## config.mk

```make
export PLATFORM = sky130hd
export DESIGN_NAME = serial_comp1_addsub_ctrl
export DESIGN_NICKNAME = d
export VERILOG_FILES = /design/src/rtl/serial_comp1_addsub_ctrl.sv
export SDC_FILE = /design/constraint.sdc
export NUM_CORES = 1
export LEC_CHECK = 0
export CAP_MARGIN = 20
export CORE_MARGIN = 3
export CORE_UTILIZATION = 56
export DETAILED_ROUTE_END_ITERATION = 12
export DONT_BUFFER_PORTS = 1
export PLACE_DENSITY_LB_ADDON = 0.15
export SYNTH_ARGS = -nofsm -noshare
export SYNTH_HDL_FRONTEND = slang
export SYNTH_SLANG_ARGS = --single-unit
```

## constraint.sdc

```tcl
create_clock -name clk -period 1.62 [get_ports clk]
set_input_delay 0.081 -clock clk [delete_from_list [all_inputs] [get_ports clk]]
set_output_delay 0.081 -clock clk [all_outputs]
set_load 0.005 [all_outputs]
```

## src/rtl/serial_comp1_addsub_ctrl.sv

```systemverilog
// serial_comp1_addsub_ctrl
// Bit-serial sequencer for an external combinational 1-bit one's-complement
// add/subtract cell. Operands are fed LSB first, one bit pair per cycle, with
// the carry/borrow registered between cycles. If the first pass ends with a
// carry/borrow out, a second pass adds/subtracts it back in (end-around).
//
// Ports:
//   clk, rst            clock (rising edge), synchronous active-high reset
//   start               request, only looked at in IDLE
//   sinal               0 = a+b, 1 = a-b (latched on start)
//   op_a, op_b          one's-complement operands (latched on start)
//   busy                high during PASS1/PASS2
//   done                one-cycle pulse, result/overflow valid
//   result, overflow    last result and signed overflow, held until next DONE
//   cell_a/b/cin/sinal  drive to the cell
//   cell_s, cell_cout   cell sum/difference bit and carry/borrow out
//
// state | meaning
// IDLE  | waiting for start
// PASS1 | operand bits through the cell, LSB first
// PASS2 | end-around: partial result through the cell with b=0, cin=1 first
// DONE  | result/overflow registered, done pulse

module serial_comp1_addsub_ctrl #(
  parameter int WIDTH = 8
) (
  input  logic             clk,
  input  logic             rst,
  input  logic             start,
  input  logic             sinal,
  input  logic [WIDTH-1:0] op_a,
  input  logic [WIDTH-1:0] op_b,
  output logic             busy,
  output logic             done,
  output logic [WIDTH-1:0] result,
  output logic             overflow,
  output logic             cell_a,
  output logic             cell_b,
  output logic             cell_cin,
  output logic             cell_sinal,
  input  logic             cell_s,
  input  logic             cell_cout
);

  localparam int CW = (WIDTH > 2) ? $clog2(WIDTH) : 1;
  localparam logic [CW-1:0] CNT_LOAD = CW'(WIDTH - 1);

  typedef enum logic [1:0] {IDLE, PASS1, PASS2, DONE} state_t;

  state_t           state, state_next;
  logic [WIDTH-1:0] sa, sb, r;
  logic [WIDTH-1:0] r_next;
  logic             carry;
  logic [CW-1:0]    cnt;
  logic             sinal_q;
  logic             a_msb, b_msb;
  logic             ovf_next;
  logic             last_bit;

  // Bit counter runs down; the terminal count marks the MSB cycle of a pass.
  assign last_bit = (cnt == '0);
  assign r_next   = {cell_s, r[WIDTH-1:1]};

  always_comb begin
    if (sinal_q) begin
      ovf_next = (a_msb != b_msb) && (r_next[WIDTH-1] != a_msb);
    end else begin
      ovf_next = (a_msb == b_msb) && (r_next[WIDTH-1] != a_msb);
    end
  end

  always_comb begin
    state_next = state;
    busy       = 1'b0;
    done       = 1'b0;
    cell_a     = 1'b0;
    cell_b     = 1'b0;
    cell_cin   = 1'b0;
    cell_sinal = sinal_q;
    case (state)
      IDLE: begin
        if (start) state_next = PASS1;
      end
      PASS1: begin
        busy     = 1'b1;
        cell_a   = sa[0];
        cell_b   = sb[0];
        cell_cin = carry;
        if (last_bit) state_next = cell_cout ? PASS2 : DONE;
      end
      PASS2: begin
        busy     = 1'b1;
        cell_a   = r[0];
        cell_cin = carry;
        if (last_bit) state_next = DONE;
      end
      DONE: begin
        done       = 1'b1;
        state_next = IDLE;
      end
      default: state_next = IDLE;
    endcase
  end

  always_ff @(posedge clk) begin
    if (rst) begin
      state    <= IDLE;
      sa       <= '0;
      sb       <= '0;
      r        <= '0;
      carry    <= 1'b0;
      cnt      <= '0;
      sinal_q  <= 1'b0;
      a_msb    <= 1'b0;
      b_msb    <= 1'b0;
      result   <= '0;
      overflow <= 1'b0;
    end else begin
      state <= state_next;
      case (state)
        IDLE: begin
          if (start) begin
            sa      <= op_a;
            sb      <= op_b;
            sinal_q <= sinal;
            a_msb   <= op_a[WIDTH-1];
            b_msb   <= op_b[WIDTH-1];
            carry   <= 1'b0;
            cnt     <= CNT_LOAD;
            r       <= '0;
          end
        end
        PASS1: begin
          sa    <= sa >> 1;
          sb    <= sb >> 1;
          r     <= r_next;
          carry <= cell_cout;
          cnt   <= cnt - CW'(1);
          if (last_bit) begin
            if (cell_cout) begin
              cnt <= CNT_LOAD;
            end else begin
              result   <= r_next;
              overflow <= ovf_next;
            end
          end
        end
        PASS2: begin
          r     <= r_next;
          carry <= cell_cout;
          cnt   <= cnt - CW'(1);
          // Final carry/borrow of this pass is dropped.
          if (last_bit) begin
            result   <= r_next;
            overflow <= ovf_next;
          end
        end
        default: ;
      endcase
    end
  end

endmodule

```

* Word-level counts from Yosys, hierarchy flattened *
Index checks and enable logic that the tools add are counted.
W data, S select, Z words.

word-level totals
  register bits = 42
  input bits = 22
  logic and storage cells = 68

operators by class
  reduce and logical (&&, ||, !) cells = 15
  equal/unequal tests = 10
  muxes and demuxes = 31
  add/subtract/negate cells = 1

operator list
  operator               number
  $pmux W8 S2            4
  $mux W8                6
  $mux W1                10
  $mux W3                3
  $pmux W3 S3            1
  $ne A2 B2 Y1 const B   4
  $pmux W2 S4            1
  $reduce_and A2 Y1      4
  $mux W2                3
  $pmux W1 S2            3
  $reduce_bool A2 Y1     3
  $eq A2 B2 Y1 const B   2
  $reduce_and A4 Y1      1
  $logic_not A3 Y1       1
  $reduce_and A3 Y1      1
  $reduce_bool A3 Y1     1
  $sub A3 B1 Y3 const B  1
  $eq A2 B1 Y1 const B   1
  $logic_and A1 B1 Y1    2
  $logic_not A2 Y1       1
  $ne A1 B1 Y1           2
  $reduce_or A2 Y1       1
  $eq A1 B1 Y1           1

* Longest topological paths before layout *
Gate-level depths: netlist (run 1).

  word-level depth = 6
  mapped depth = 9
  depth with buffers taken out = 6

* Worst setup path before layout (run 1) *
No wires, ideal clock.

  kind = flip-flop to flip-flop
  start point = register state[1]
  end point = register overflow
  buffers on the path = 2
  slack = 73 ps
  arrival time = 1427 ps
  library setup time = 120 ps
  stages on the path, launching flop included = 8
  cell sequence = dfxtp_1 inv_1 ha_1 buf_4 nor2_4 o211ai_1 buf_4 o31a_1

on the way
  word-level cells in the longest chain between the ends = 3
  elaborated cells between the ends (all ways) = 8

RTL lines
  what                                                                 line  source
  from (decl)                                                          50    state_t state, state_next;
  from (signal assigned)                                               119   state <= state_next;
  $eq A2 B1 Y1 or $eq A2 B2 Y1 (tied branches)                         120   case (state)
  $ne A2 B2 Y1 (no source line) or $reduce_bool A2 Y1 (tied branches)  -
  $reduce_and A4 Y1 (no source line)                                   -
  to (signal assigned)                                                 144   overflow <= ovf_next;
  to (signal assigned)                                                 155   overflow <= ovf_next;
  to (decl)                                                            36    output logic overflow,

Several ways; a longest one is shown, not always the timed one.
A chain may end at the register's enable or synchronous reset.

* Worst setup path after layout (run 1) *
  start point = register state[0]
  end point = register overflow

Same word-level chain as after synthesis.

==> metrics, run 1 <==
status complete, no violations; Ys Warns 0; final hold vios 0; starting density of the core between 60% and 70%; final design utilization between 70% and 80%; Max IR drop VDD ~1.3 mV; Setup crit start kind register; R2R cell count 6; WP data arrival roughly 1800 ps; Routed WL between 3000 and 4000 µm; total I/O pin count 37; Worst-Skew Late Latency between 300 and 400 ps; first-pass GRT wire length around 6500 µm; dpl cells ~240; Hold Crit Depth 2; R2R setup slack ~67 ps; Iteration-0 DRC Markers 53; total number of vias around 1,500; Max-cap violations 0; DR WL/cell 15.1 µm; H-tree Lvls 2; Max Slew Vio Count 0; Finished Layout Cells approximately 260; PnR Total Power 0.00464 W; synth-to-layout area growth 19.9%; Num CTS Buffers 5; syn_area_per_cell 9.96 µm²; Async SR Flop Fraction 0%; largest net degree at the start of global routing 43; Setup-failing EPs final 0; global route total overflow 0; GRT Total Usage 20.0%; Clock Tree Buf Depth 2; drt drc 0; placed instance area approximately 2000 µm²; CP max FO 5; Area contributors post-synth dfxtp_1 (43%), mux2i_1 (12%), a211oi_2 (6.4%); die width 65.2 µm; Antenna Diode Count 0; FP Rows 20; Post-Syn Nets about 230; clock tree sinks 42; RD Place Congestion ~0.76; slew margin rel. about three quarters; Buffers on Ports 0; Seq/Total Area, Yosys between 40% and 50%; WHS around 19 ps; kind of critical path register to register; minimum clock period roughly 1600 ps; vias in the first global route approximately 1,400; Yosys top cell area share a little over two fifths; Pre-antenna DRT Iters 4; EDFF count, synth 0; die area ~4200 µm²; power per cell area around 2000 nW/µm²; die height 65.2 µm; R2R Path End overflow$_SDFFE_PP0P_; gate count after technology mapping 197; synth unique cells 33; Yosys reg bits 42; cell area after layout between 2000 and 2500 µm²; antenna violations before repair 0; Synth area leader dfxtp_1; maximum clock frequency roughly 640 MHz; Worst Max-Slew Pin Slew 385 ps; DP HPWL around 2500 µm; Via density approximately 5.7; Clk pin slew, worst setup/hold paths 110 ps; Period Utilization, post-route between 90% and 100%; Critical Path RT around 1900 ps; Hold WC Path Type primary input to register; Post-Syn Area 1960 µm²; leakage power just over 0.9 nW; Clock Skews between 7 and 8 ps; Worst setup EP type register; core area 3200 µm²; Nets 249; CTS tree done; clk root buf clkbuf_4; Worst Min Path Start op_a[6]; ys flop type dfxtp_1; layout cells sized above 1 24.5%; worst reg2reg startpoint state[0]$_SDFFE_PP0P_; Worst Hold End sa[6]$_SDFFE_PP0P_; antenna viol nets, final 0
## how the worst max path moves through the flow
stage,start,endpoint,slack [ps],depth (start not counted)
floorplan,state[1]$_SDFFE_PP0P_,overflow$_SDFFE_PP0P_,70,7
global placement,state[1]$_SDFFE_PP0P_,sa[6]$_SDFFE_PP0P_,6,6
detailed placement,state[1]$_SDFFE_PP0P_,sa[1]$_SDFFE_PP0P_,-110,6
CTS,state[1]$_SDFFE_PP0P_,cell_a,-40,5
global route,cnt[1]$_SDFFE_PP0P_,result[1]$_SDFFE_PP0P_,-20,8
finish,state[0]$_SDFFE_PP0P_,overflow$_SDFFE_PP0P_,70,6
## synth_stat cells (2+ instances only)
library cell,instances
nand3_1,3
a221oi_1,4
mux2i_1,23
nor2_2,6
dfxtp_1,42
buf_2,4
nor2b_1,3
buf_12,2
clkbuf_1,5
ha_1,7
buf_4,3
nor2_1,30
a21oi_1,4
and2_1,3
a22oi_1,12
inv_1,7
o21ai_0,4
a211oi_2,10
a211oi_1,5
nand2_1,7
## critical path, stage by stage (launching register included)
cell and delay (ps):
dfxtp_4 400, inv_4 60, ha_2 340, o211ai_1 90, buf_4 160, buf_6 130
o31a_1 280
## metal layers
layer	GRT usage, %	vias up	wire [µm]
met5	0	-	0
met4	6.22	0	34
met3	6.15	5	192
met2	32.2	36	1930
met1	25.6	717	1840
li1	-	738	-
## cells by family (layout without fill, tap and decap cells)
family / Yosys count / count (layout) / synth area share (%)
xor+xnor: 2 / 2 / 0.893
flops: 42 / 42 / 42.9
mux: 23 / 23 / 11.7
compound gates: 45 / 46 / 19.3
fa+ha+maj: 7 / 7 / 4.46
simple gates: 56 / 56 / 13.6
buf+inv: 22 / 44 / 7.08
## layout by cell type (no fill, tap or decap), drive strengths merged
cell type | netlist | routed
bufinv | 0 | 1
a211oi | 15 | 15
xor2 | 1 | 1
or2 | 1 | 1
inv | 7 | 7
dfxtp | 42 | 42
a221oi | 4 | 4
mux2i | 23 | 23
dlygate4sd3 | 0 | 18
ha | 7 | 7
nand3 | 3 | 3
o22ai | 1 | 1
o21a | 2 | 3
a22oi | 12 | 12
nor3b | 1 | 1
a21oi | 4 | 4
nand2b | 1 | 1
nor2b | 3 | 3
clkbuf | 5 | 7
o31a | 1 | 1
a31oi | 1 | 1
buf | 10 | 11
xnor2 | 1 | 1
o211ai | 1 | 1
nand2 | 7 | 7
nor2 | 37 | 37
o21ai | 4 | 4
and2 | 3 | 3
## final cells by class
cell class | count | area, µm²
multi-input cells | 134 | 1030
fillers | 258 | 851
flip-flops and latches | 42 | 848
repair buffers | 30 | 312
well taps | 44 | 55.1
clock buffers | 6 | 51.3
clock inverters | 1 | 30.0
inverters | 7 | 28.8
## flip-flops by register name, indices dropped and copies added (netlist names)
signal / flops
a_msb: 1
b_msb: 1
carry: 1
cell_sinal: 1
cnt: 3
overflow: 1
r: 8
result: 8
sa: 8
sb: 8
state: 2
## through the flow
step	TNS [ps]	worst slack, ps
global placement	0	6.38
floorplan	0	73.1
CTS	-74.7	-42.6
global route	-30.6	-16.3
detailed placement	-1290	-112
finish	0	67.2
## power by group
group | switching (W) | internal (W) | total (W)
clock | 0.000315 | 0.000359 | 0.000674
combinational | 0.00128 | 0.00114 | 0.00242
sequential | 0.000198 | 0.00135 | 0.00155
total | 0.00179 | 0.00285 | 0.00464
## timing repair
action                     CTS  global route
cloned                       1             1
resized for setup            3            19
setup endpoints to repair   26            41
hold buffers                19             0
pin swaps                    0             3
hold endpoints to repair    42             0
buffers inserted             0             1
Note: power is estimated with default switching activity, not from simulation.
==> run 2, diff against run 1 <==
--- a/config.mk
+++ b/config.mk
@@ -5,9 +5,10 @@
 export SDC_FILE = /design/constraint.sdc
 export NUM_CORES = 1
 export LEC_CHECK = 0
-export CAP_MARGIN = 20
+export CAP_MARGIN = 15
+export CORE_ASPECT_RATIO = 1.2
 export CORE_MARGIN = 3
-export CORE_UTILIZATION = 56
+export CORE_UTILIZATION = 61
 export DETAILED_ROUTE_END_ITERATION = 12
 export DONT_BUFFER_PORTS = 1
 export PLACE_DENSITY_LB_ADDON = 0.15
==> constraint.sdc (replaced) <==
create_clock -name clk -period 1.82 [get_ports clk]
set_input_delay 0.091 -clock clk [delete_from_list [all_inputs] [get_ports clk]]
set_output_delay 0.091 -clock clk [all_outputs]
set_load 0.005 [all_outputs]
==> run 2 against run 1 <==
Compared with the run above:
- power down 19%
- first-iteration DRC count down 11%
- clock skew down 0.86 ps
- utilization up 2.0 points
- sequential cell count unchanged
- worst setup slack better by 33 ps
- via count up 0.80%
- non-clock buffer count down 5
- die area down 7.4%
- fmax down 9.7%
- register-to-register slack better by 30 ps
- critical path type unchanged
- largest power group unchanged
- highest routed layer unchanged
==> metrics, run 2 (synthesized netlist as in run 1, its figures left out) <==
Max Slew Vio Count 0; antenna viol nets, final 0; CP startpoint state[1]$_SDFFE_PP0P_; Max-cap violations 0; clock tree sinks 42; drt drc 0; kind of critical path register to register; die area between 3000 and 4000 µm²; maximum clock frequency between 500 and 600 MHz; DP HPWL approximately 2500 µm; RD Place Congestion a little under 0.8; Clock Skews 6.27 ps; Worst Max-Slew Pin Slew around 600 ps; FP Rows 21; WHS roughly 7.5 ps; worst reg2reg startpoint state[1]$_SDFFE_PP0P_; WP data arrival between 1500 and 2000 ps; slew margin rel. about three fifths; Setup crit start kind register; Hold Crit Depth 2; R2R Path End cell_sinal$_SDFFE_PP0P_; global route total overflow 0; die width 57.8 µm; Antenna Diode Count 0; power per cell area between 1500 and 2000 nW/µm²; CTS tree done; Routed WL roughly 4100 µm; H-tree Lvls 2; placed instance area slightly below 2000 µm²; layout cells sized above 1 18.1%; DR WL/cell around 16 µm; die height around 68 µm; leakage power about 0.87 nW; status complete, no violations; core area about 2900 µm²; Num CTS Buffers 5; Clk pin slew, worst setup/hold paths approximately 120 ps; most common cell after layout, fill and taps aside dfxtp_1; Hold WC Path Type primary input to register; Critical Path RT 2070 ps; vias in the first global route 1,492; synth-to-layout area growth 13.1%; setup TNS 0 ps; RSZ-0062 raised after global routing no; minimum clock period 1720 ps; Worst-Skew Late Latency 350 ps; most frequent cells in the layout dfxtp_1 (41), nor2_1 (30), mux2i_1 (22); R2R cell count 6; Worst setup EP type register; total number of vias approximately 1,500; largest net degree at the start of global routing 43; final hold vios 0; PnR Total Power about 0.0038 W; Worst Hold End sb[1]$_SDFFE_PP0P_; Buffers on Ports 0; cell area after layout ~2200 µm²; antenna violations before repair 0; clk root buf clkbuf_4; R2R setup slack between 100 and 150 ps; first-pass GRT wire length approximately 6700 µm; total I/O pin count 37; Nets around 240; Clock Tree Buf Depth 2; Pre-antenna DRT Iters 4; Iteration-0 DRC Markers 47; starting density of the core approximately two thirds; Max IR drop VDD between 1 and 1.5 mV; GRT Total Usage 22.3%; Via density 6.03; Setup-failing EPs final 0; Period Utilization, post-route a little over nine tenths; Worst Min Path Start op_b[1]; CP max FO 8
==> run 2: changes by cell type in the layout (fill, tap and decap cells not counted), sizes merged <==
| cell | change |
|---|---|
| buf | -5 |
| bufinv | -1 |
| clkinv | +1 |
| dlygate4sd3 | +1 |
==> run 2: worst max-delay path by stage <==
stage / to / cells past startpoint
finish: cell_sinal$_SDFFE_PP0P_ / 6
global route: cell_sinal$_SDFFE_PP0P_ / 6
CTS: cell_a / 5
detailed placement: cnt[2]$_SDFFE_PP0P_ / 4
global placement: r[7]$_SDFFE_PP0P_ / 5
floorplan: overflow$_SDFFE_PP0P_ / 7
==> run 2: repair_timing <==
item,in CTS,in global routing
setup buffers,0,0
endpoints found under the setup margin,12,36
gates resized for setup,1,5
cloned,0,1
hold buffers,19,1
endpoints found under the hold margin,42,1
==> run 2: report_power, final <==
part | leakage, nW | total, W | switching, W | internal, W
registers | 0.344 | 0.00137 | 0.000175 | 0.00119
clock network | 0.0353 | 0.000481 | 0.000293 | 0.000187
logic | 0.489 | 0.00192 | 0.00109 | 0.000831
total | 0.869 | 0.00377 | 0.00156 | 0.00221
==> run 2: cell type report <==
class / count / area [µm²]
Sequential cell: 42 / 842
Fill cell: 218 / 723
Clock buffer: 7 / 55.1
Clock inverter: 1 / 5.00
Tap cell: 34 / 42.5
Timing Repair Buffer: 25 / 251
Inverter: 7 / 26.3
Multi-Input combinational cell: 134 / 997
==> run 2: through the flow <==
stage / setup WS [ps] / instances / utilization, %
after floorplan: 273 / 197 / -
after global placement: 37.1 / 221 / 65.6
after detailed placement: -36.8 / 221 / 65.6
after CTS: 20.1 / 248 / 74.5
after global routing: 4.47 / 250 / 75.4
final: 100 / 250 / 75.4
==> run 2: per-layer routing <==
layer / up-vias / global-route usage [%] / routed length (µm)
met5: - / 0 / 0
met4: 0 / 10.1 / 131
met3: 13 / 6.04 / 234
met2: 55 / 39.5 / 2060
met1: 710 / 24.8 / 1670
li1: 730 / - / -
==> run 2: critical path, cell delays in order (launching register included) <==
cell	delay, ps
dfxtp_1	410
inv_2	80
ha_1	210
buf_4	180
nand3_1	90
dlygate4sd3_1	580
a21oi_1	70
